File: src/rtl/csr_stage_pkg.sv
// Shared definitions for the Zicsr sequencer: funct3 encodings and FSM states.
package csr_stage_pkg;

  localparam logic [2:0] CSR_OP_RW  = 3'b001;
  localparam logic [2:0] CSR_OP_RS  = 3'b010;
  localparam logic [2:0] CSR_OP_RC  = 3'b011;
  localparam logic [2:0] CSR_OP_RWI = 3'b101;
  localparam logic [2:0] CSR_OP_RSI = 3'b110;
  localparam logic [2:0] CSR_OP_RCI = 3'b111;

  typedef enum logic [1:0] {
    IDLE = 2'd0,
    READ = 2'd1,
    CALC = 2'd2,
    RESP = 2'd3
  } state_t;

endpackage

File: src/rtl/csr_stage_alu.sv
// Combinational read-modify-write core: new CSR value, write decision and
// illegal-op detection from the latched op, the old value and the operand.
module csr_alu
  import csr_stage_pkg::*;
#(
  parameter int WORD_LEN = 32
) (
  input  logic [2:0]          op,
  input  logic [WORD_LEN-1:0] old_val,
  input  logic [WORD_LEN-1:0] operand,
  input  logic                suppress,
  output logic [WORD_LEN-1:0] new_val,
  output logic                do_write,
  output logic                illegal
);

  // Select the update rule; set/clear forms honour the suppress flag.
  always_comb begin
    new_val  = old_val;
    do_write = 1'b0;
    illegal  = 1'b0;
    case (op)
      CSR_OP_RW, CSR_OP_RWI: begin
        new_val  = operand;
        do_write = 1'b1;
      end
      CSR_OP_RS, CSR_OP_RSI: begin
        new_val  = old_val | operand;
        do_write = ~suppress;
      end
      CSR_OP_RC, CSR_OP_RCI: begin
        new_val  = old_val & ~operand;
        do_write = ~suppress;
      end
      default: illegal = 1'b1;
    endcase
  end

endmodule

File: src/rtl/csr_stage.sv
// Zicsr sequencer between execute and the CSR register file.
// Accept -> READ (address to file) -> CALC (write, capture result) -> RESP.
// Optional macro CSR_STAGE_RO_CHECK_EN: block writes to read-only CSRs
// (addr[11:10] == 2'b11) and flag them illegal.
module csr_stage
  import csr_stage_pkg::*;
#(
  parameter int WORD_LEN      = 32,
  parameter int REG_ADDR_SIZE = 12
) (
  input  logic                     clk,
  input  logic                     rst_n,
  input  logic                     req_valid,
  output logic                     req_ready,
  input  logic [2:0]               req_op,
  input  logic [REG_ADDR_SIZE-1:0] req_addr,
  input  logic [WORD_LEN-1:0]      req_rs1,
  input  logic [4:0]               req_uimm,
  input  logic                     req_rs1_is_x0,
  output logic                     resp_valid,
  output logic [WORD_LEN-1:0]      resp_rdata,
  output logic                     resp_illegal,
  output logic [REG_ADDR_SIZE-1:0] csr_addr,
  input  logic [WORD_LEN-1:0]      csr_rdata,
  output logic                     csr_wen,
  output logic [WORD_LEN-1:0]      csr_wdata
);

  state_t                   state, state_nxt;
  logic                     accept;
  logic [2:0]               op_p0;
  logic [REG_ADDR_SIZE-1:0] addr_p0;
  logic                     sup_p0;
  logic [WORD_LEN-1:0]      operand_p0;
  logic [WORD_LEN-1:0]      alu_new;
  logic                     alu_wr;
  logic                     alu_ill;
  logic                     ro_blk;
  logic                     wr_ok;
  logic                     bad;

  assign req_ready = (state == IDLE) || (state == RESP);
  assign accept    = req_valid && req_ready;
  assign csr_addr  = addr_p0;

  csr_alu #(.WORD_LEN(WORD_LEN)) u_alu (
    .op       (op_p0),
    .old_val  (csr_rdata),
    .operand  (operand_p0),
    .suppress (sup_p0),
    .new_val  (alu_new),
    .do_write (alu_wr),
    .illegal  (alu_ill)
  );

`ifdef CSR_STAGE_RO_CHECK_EN
  assign ro_blk = (addr_p0[REG_ADDR_SIZE-1 -: 2] == 2'b11) && alu_wr;
`else
  assign ro_blk = 1'b0;
`endif

  assign wr_ok = alu_wr && !ro_blk;
  assign bad   = alu_ill || ro_blk;

  // State register.
  always_ff @(posedge clk or negedge rst_n) begin
    if (!rst_n) state <= IDLE;
    else        state <= state_nxt;
  end

  // --- stage p0: latch request control fields on accept ---
  always_ff @(posedge clk or negedge rst_n) begin
    if (!rst_n) begin
      op_p0   <= 3'b000;
      addr_p0 <= '0;
      sup_p0  <= 1'b0;
    end else if (accept) begin
      op_p0   <= req_op;
      addr_p0 <= req_addr;
      sup_p0  <= req_op[2] ? (req_uimm == 5'd0) : req_rs1_is_x0;
    end
  end

  // Latch the operand (zero-extended zimm for immediate forms) on accept.
  always_ff @(posedge clk) begin
    if (accept)
      operand_p0 <= req_op[2] ? {{(WORD_LEN-5){1'b0}}, req_uimm} : req_rs1;
  end

  // --- response stage: capture old value / illegal flag at the end of CALC ---
  always_ff @(posedge clk or negedge rst_n) begin
    if (!rst_n) begin
      resp_rdata   <= '0;
      resp_illegal <= 1'b0;
    end else if (state == CALC) begin
      resp_rdata   <= bad ? '0 : csr_rdata;
      resp_illegal <= bad;
    end
  end

  // Next-state logic and state-decoded outputs.
  always_comb begin
    state_nxt  = state;
    csr_wen    = 1'b0;
    csr_wdata  = '0;
    resp_valid = 1'b0;
    case (state)
      IDLE: if (accept) state_nxt = READ;
      READ: state_nxt = CALC;
      CALC: begin
        csr_wen   = wr_ok;
        csr_wdata = alu_new;
        state_nxt = RESP;
      end
      RESP: begin
        resp_valid = 1'b1;
        state_nxt  = accept ? READ : IDLE;
      end
      default: state_nxt = IDLE;
    endcase
  end

endmodule

File: config.mk
export PLATFORM = sky130hd
export DESIGN_NAME = csr_stage
export DESIGN_NICKNAME = d
export VERILOG_FILES = /design/src/rtl/csr_stage_pkg.sv /design/src/rtl/csr_stage_alu.sv /design/src/rtl/csr_stage.sv
export SDC_FILE = /design/constraint.sdc
export NUM_CORES = 1
export LEC_CHECK = 0
export CORE_MARGIN = 3
export CORE_UTILIZATION = 43
export CTS_CLUSTER_DIAMETER = 120
export DETAILED_ROUTE_END_ITERATION = 10
export GPL_ROUTABILITY_DRIVEN = 0
export HOLD_SLACK_MARGIN = 0.02
export MAX_ROUTING_LAYER = met4
export PLACE_DENSITY_LB_ADDON = 0.3
export SLEW_MARGIN = 5
export SYNTH_ARGS = -nofsm -noshare
export SYNTH_HDL_FRONTEND = slang
export SYNTH_SLANG_ARGS = --single-unit
File: constraint.sdc
create_clock -name clk -period 2.65 [get_ports clk]
set_input_delay 0.265 -clock clk [delete_from_list [all_inputs] [get_ports clk]]
set_output_delay 0.265 -clock clk [all_outputs]
set_load 0.05 [all_outputs]
==> metrics.md <==
| Metric | Value |
|---|---|
| Tot GR Track Use | `0.2247` |
| MaxCap Viol Count | `0` |
| DRT Wirelength | `11.34 mm` |
| Core ar. | `8891 µm²` |
| Number of hold violations in the final report | `0` |
| Remaining DRCs | `0` |
| Worst Skew | `0.01175 ns` |
| Top-area cell type share of the netlist area | `0.3129` |
| Slowest-stage cell, CP | `xor2_4` |
| Buffer and inverter count on the worst path | `1` |
| Hold crit path type | `input pin to register` |
| Total negative slack | `0 ns` |
| Period utilisation layout | `0.9088` |
| TritonCTS Buffers | `9` |
| Post-DRT Antenna Nets | `0` |
| Worst-margin pin slew | `0.8103 ns` |
| H-tree depth | `3` |
| Worst Setup SP | `op_p0[1]` |
| Clk sink count | `82` |
| Max clock buf depth | `2` |
| Syn Nets | `467` |
| Number of setup buffers added after CTS | `0` |
| Peak supply drop | `870.2 µV` |
| Pin count of the biggest net entering global routing | `51` |
| Gate power share | `0.676` |
| Cells after Synth | `376` |
| Clock Power Share | `0.091` |
| Syn Std Cell Area | `3999 µm²` |
| PortBufs | `167` |
| Yosys reg bits | `82` |
| Fin crit period | `2.408 ns` |
| Post-synth EDFFs | `32` |
| Via density | `5.370` |
| Final setup viols | `0` |
| Reg power frac | `0.233` |
| Row count | `34` |
| Initial DRC count | `80` |
| Arr. time, crit path | `2.14 ns` |
| Register area share after synthesis | `0.5532` |
| Final Max Tran Viols | `0` |
| Vias in the first global route | `3,563` |
| Top cells by area, synth | `dfrtp_1, edfxtp_1, o21ai_0` |
| Io pins | `168` |
| Warnings from Yosys | `0` |
| Global-route wire length before repair | `17.56 mm` |
| DRT Pass-1 Iters | `4` |
| Netlist cell types | `28` |
| PwrDens | `1485 nW/µm²` |
| Area Growth Syn to Fin | `56.66%` |
| Worst-path clk slew | `0.08 ns` |
| RSZ-0062 raised after global routing | `no` |
| CP max stage delay | `0.69 ns` |
| WP data required | `2.38 ns` |
| Initial antenna violation count | `0` |
| Initial Utilization | `0.4498` |
| Switching portion of total power | `0.4867` |
| Root Buffer | `clkbuf_8` |
| CP max FO | `32` |
| Fill cells | `667` |
| Grt total ovfl | `0` |
| Fin area | `6265 µm²` |
| Final HPWL DP | `8.195 mm` |
| Synth area leader | `dfrtp_1` |
| Dpl cell area | `6062 µm²` |
| Chip Width | `102.4 µm` |
| Switching pwr | `4.527 mW` |
| Wire per inst | `17.48 µm` |
| Final nets | `627` |
| Worst hold start | `csr_rdata[0]` |
| CP cell instances | `xor2_4 > and3_1 > a31o_1 > buf_12` |
| Commonest non-fill, non-tap cell in the layout | `clkdlybuf4s50_1` |
| Vias after detailed routing | `3,485` |
| R2r startpoint | `state[0]` |
| Die Y-Extent | `102.4 µm` |
| Worst rel slew slack | `0.4589` |
| CP Class | `register to output port` |
| Most frequent cells in the layout | `clkdlybuf4s50_1, o21ai_0, dfrtp_1, inv_1` |
| Skew-Pair Late Insertion Delay | `0.34 ns` |
| Layout cells sized above 1 | `0.2218` |
| Status | `complete, no violations` |
| # diodes | `0` |
| CP Launch Type | `register` |
| Internal power | `4.774 mW` |
| Fmax | `415.2 MHz` |
| CP Capture Type | `output port` |
| FFs w/ async S/R, synth | `0.6098` |
| Crit-path leading delay family | `XOR/XNOR gates` |
| Main flop type after synthesis | `dfrtp_1` |
| Die footprint | `10,490 µm²` |
| Register Area | `2212 µm²` |
| Avg Synthesized Cell Area | `10.64 µm²` |
| Leak | `2.603 nW` |
| Area occupied by multi-input gates | `1495 µm²` |
| CTS tree | `done` |
==> cell type report <==
cell class / count / share of cell area
Tap cell: 108 / 0.02157
Clock inverter: 4 / 0.003595
Multi-Input combinational cell: 227 / 0.2387
Timing Repair Buffer: 179 / 0.3359
Sequential cell: 82 / 0.3531
Inverter: 37 / 0.02217
Clock buffer: 12 / 0.02497
==> kinds of logic (layout without fill, tap and decap cells) <==
| kind of cell | Yosys count | in the layout | synth area share |
|---|---|---|---|
| AO/OA/AOI/OAI | 104 | 104 | 0.1636 |
| XOR/XNOR | 1 | 1 | 0.004069 |
| adder cells (fa/ha/maj) | 3 | 3 | 0.009388 |
| buffers and inverters | 67 | 232 | 0.07822 |
| flip-flops | 82 | 82 | 0.5532 |
| multiplexers | 19 | 19 | 0.05351 |
| AND/OR/NAND/NOR | 100 | 100 | 0.1380 |
==> metal layers <==
metal / GRT usage / part of all wire / vias to the layer above / wire (µm)
met5: - / 0 / - / 0
li1: - / - / 1624 / -
met2: 0.3689 / 0.52 / 139 / 5893
met1: 0.2710 / 0.39 / 1701 / 4461
met4: 0.08880 / 0.023 / 0 / 263
met3: 0.04642 / 0.064 / 21 / 724
==> path summary, 6_finish.rpt <==
path / slack, ns / end / depth (start not counted)
setup / recovery: 0.24 / csr_wdata[22] / 4
hold / removal: 0.51 / resp_rdata[0] / 3
setup reg to reg: 0.81 / csr_addr[11] / 5
hold reg to reg: 0.51 / csr_addr[6] / 1
max in group asynchronous: 1.66 / resp_rdata[12] / 2
min in group asynchronous: 0.52 / resp_rdata[30] / 2
==> timing repair <==
| item | CTS | global route |
|---|---|---|
| endpoints found under the setup margin | 32 | 0 |
| gates resized for setup | 1 | 0 |
| hold buffers | 0 | 1 |
| endpoints found under the hold margin | 0 | 50 |
==> sequential cells by signal, summed over array words and instances (netlist names) <==
name,cells
resp_illegal,1
sup_p0,1
csr_addr,12
state,2
resp_rdata,32
operand_p0,32
op_p0,2
==> tightest hold or removal path, cell delays in order <==
cell	delay (ns)
clkdlybuf4s50_1	0.42
nand2_1	0.06
o21ai_0	0.07
==> through the flow <==
stage / std cells / power [mW] / utilization / hold slack (ns) / setup slack [ns]
6_report: 649 / 9.301 / 0.7046 / 0.5094 / 0.2416
5_1_grt: 649 / 9.757 / 0.7046 / 0.5182 / 0.1018
3_3_place_gp: 632 / 8.332 / 0.6818 / 0.4891 / 0.3690
3_5_place_dp: 632 / 8.494 / 0.6818 / 0.4950 / 0.2819
4_1_cts: 648 / 9.373 / 0.7032 / 0.1790 / 0.2284
2_1_floorplan: 376 / 5.942 / - / -0.03059 / 0.3015
==> power groups by stage <==
stage / clock (mW) / sequential [mW] / combinational (mW)
2_1_floorplan: 0 / 3.20 / 2.74
3_3_place_gp: 0 / 2.15 / 6.18
3_5_place_dp: 0 / 2.19 / 6.31
4_1_cts: 0.868 / 2.17 / 6.34
5_1_grt: 0.924 / 2.22 / 6.61
6_report: 0.844 / 2.17 / 6.29
==> Yosys cell counts, drive strengths merged (2+ instances only) <==
library cell and instances:
o21ai 67, nor2 2, clkbuf 22, mux2 19
nand2 34, ha 3, buf 8, inv 37
dfrtp 50, and3 32, edfxtp 32, a21boi 2
a31o 32, nor2b 28
No activity file was read; power rests on OpenSTA's default activity.
==> variant, RTL diff (same settings) <==
The 4 states of `state_t` get a one-hot encoding in 4 bits.
--- a/src/rtl/csr_stage_pkg.sv
+++ b/src/rtl/csr_stage_pkg.sv
@@ -8,11 +8,11 @@
   localparam logic [2:0] CSR_OP_RSI = 3'b110;
   localparam logic [2:0] CSR_OP_RCI = 3'b111;
 
-  typedef enum logic [1:0] {
-    IDLE = 2'd0,
-    READ = 2'd1,
-    CALC = 2'd2,
-    RESP = 2'd3
+  typedef enum logic [3:0] {
+    IDLE = 4'b0001,
+    READ = 4'b0010,
+    CALC = 4'b0100,
+    RESP = 4'b1000
   } state_t;
 
 endpackage
Formal check against the unedited RTL: same outputs for any inputs over 10 cycles, from zero or initial values and one cycle with rst_n low; not proved beyond that.
==> variant against the unedited design <==
  * First-iteration DRC count rose by 60%
  * Via count rose by 7.9%
  * Sequential cell count rose by 2
  * Combinational power fell by 48%
  * Routed wire length rose by 7.9%
  * Setup slack got worse by 0.15 ns
  * Hold slack improved by 0.00063 ns
  * Total power fell by 33%
  * Sequential share of layout area fell by 1.3 points
  * Design area rose by 6.2%
  * Cell count rose by 7.9%
  * Area after synthesis rose by 8.0%
  * Fmax fell by 5.9%
  * Die area rose by 7.5%
  * Largest cell class unchanged
==> variant: results (changes against the unedited design) <==
In this run the worst hold path is classified as register to register. The instance area after placement is 0.00644 mm2 (+6.2%). The post-route worst hold slack is 0.510 ns (+0.000631 ns). The critical path data arrival time is 2.29 ns (+0.15 ns). The cell family contributing the most delay on the critical path is simple AND/OR/NAND/NOR gates. The slack of the worst reg-to-reg path came out at 0.44 ns (-0.37 ns).

In the synthesized netlist, the cells that appear most often are 124 x sky130_fd_sc_hd__nor2b_1, 64 x sky130_fd_sc_hd__a21oi_1, 51 x sky130_fd_sc_hd__dfrtp_1. The endpoint identified for the worst register-to-register timing path is resp_rdata[20]$_DFFE_PN0P_. The wire length of the first global-routing pass is 19.8 mm (+13%). The flow ran to the end, and the final reports show no timing, DRC or antenna violations. After synthesis, the cell types taking the most area are sky130_fd_sc_hd__dfrtp_1 30%, sky130_fd_sc_hd__edfxtp_1 22%, sky130_fd_sc_hd__nor2b_1 18%.

The HPWL after detailed placement is 9.02 mm (+10%). The final worst clock skew came out at 0.0110 ns (-0.000748 ns). The largest driver fanout on the critical path is 28 (-13%). The maximum single-stage delay on the critical path was 0.71 ns (+0.02 ns). In this run the critical register-to-register path is launched from state[1]$_DFFE_PN0P_. The number of stages on the worst hold path is 1 (-2).

The worst hold path begins at resp_rdata[4]$_DFFE_PN0P_. The count of fill cells added during filler insertion was 716 (+7.3%). The master of the slowest instance on the critical path is sky130_fd_sc_hd__or4b_2. The synthesized instance count came out at 404 (+7.4%). The fraction of registers with async set/reset came out at 0.619 (+0.00929). The worst hold path endpoint is resp_rdata[4]$_DFFE_PN0P_. The post-cts resize count came out at 0 (-1). The combined global-route utilization of all metal layers was 0.228 (+0.00341). The maximum ir drop on the vdd rail was 1.06 mV (+22%). The first-iteration detailed-routing DRC count is 128 (+60%). The number of vias in the routed layout is 3,762 (+7.9%). The leakage dissipation came out at 2.54 nW (-2.5%).

The worst-case setup slack after placement is 0.448 ns (+0.166 ns). The detailed-route vias per instance is 5.37 (about the same). The actual slew at the worst max-slew pin is 0.803 ns (-0.00687 ns). The number of nets in the synthesized netlist is 492 (+5.4%). The pin count of the biggest net entering global routing is 40 (-22%). The routed length per placed instance is 17.5 um (about the same). The quantity of hold-fixing buffers added after cts is 1 (+1). The net count of the finished layout is 654 (+4.3%).
[variant: cell families (layout without fill, tap and decap cells)]
logic type,count (synthesis),count (layout),synth area share
AOI/OAI and AO/OA,130,130,0.181
DFF,84,84,0.524
buffers and inverters,32,199,0.0368
muxes,20,20,0.0522
xor gates and xnor gates,1,1,0.00203
and+or+nand+nor,137,137,0.204
[variant: cell type report]
cell class                      instances  area [um2]  area share
Multi-Input combinational cell        288        1910       0.287
Inverter                                2        7.51     0.00113
Clock buffer                           10         128      0.0192
Sequential cell                        84        2260       0.340
Tap cell                              129         161      0.0243
Clock inverter                          6        63.8     0.00959
Timing Repair Buffer                  181        2120       0.318
[variant: how the worst max path moves through the flow]
stage                                     from  cells after the start            end  slack [ns]
after floorplan           state[1]$_DFFE_PN0P_                      5  csr_wdata[10]        0.24
after global placement    state[1]$_DFFE_PN0P_                      4        csr_wen        0.47
after detailed placement  state[1]$_DFFE_PN0P_                      4        csr_wen        0.45
after CTS                 state[1]$_DFFE_PN0P_                      4        csr_wen        0.04
after global routing      state[1]$_DFFE_PN0P_                      4   csr_wdata[1]       -0.01
final                     state[1]$_DFFE_PN0P_                      4  csr_wdata[26]        0.09
[variant: per-layer routing]
metal / wire, um / GRT usage / vias up
met5: 0 / - / -
met4: 182 / 0.0814 / 0
met3: 955 / 0.0534 / 20
met2: 6200 / 0.390 / 174
met1: 4900 / 0.263 / 1825
li1: - / - / 1743
[variant: power breakdown]
part,internal (mW),total (mW),switching (mW)
Combinational,1.24,3.24,1.99
Sequential,1.81,2.11,0.305
Clock,0.438,0.914,0.477
[variant: per-stage QoR]
step | setup TNS, ns | util
after floorplan | 0 | -
after global placement | 0 | 0.678
after detailed placement | 0 | 0.678
after CTS | 0 | 0.699
after global routing | -0.0377 | 0.700
final | 0 | 0.700
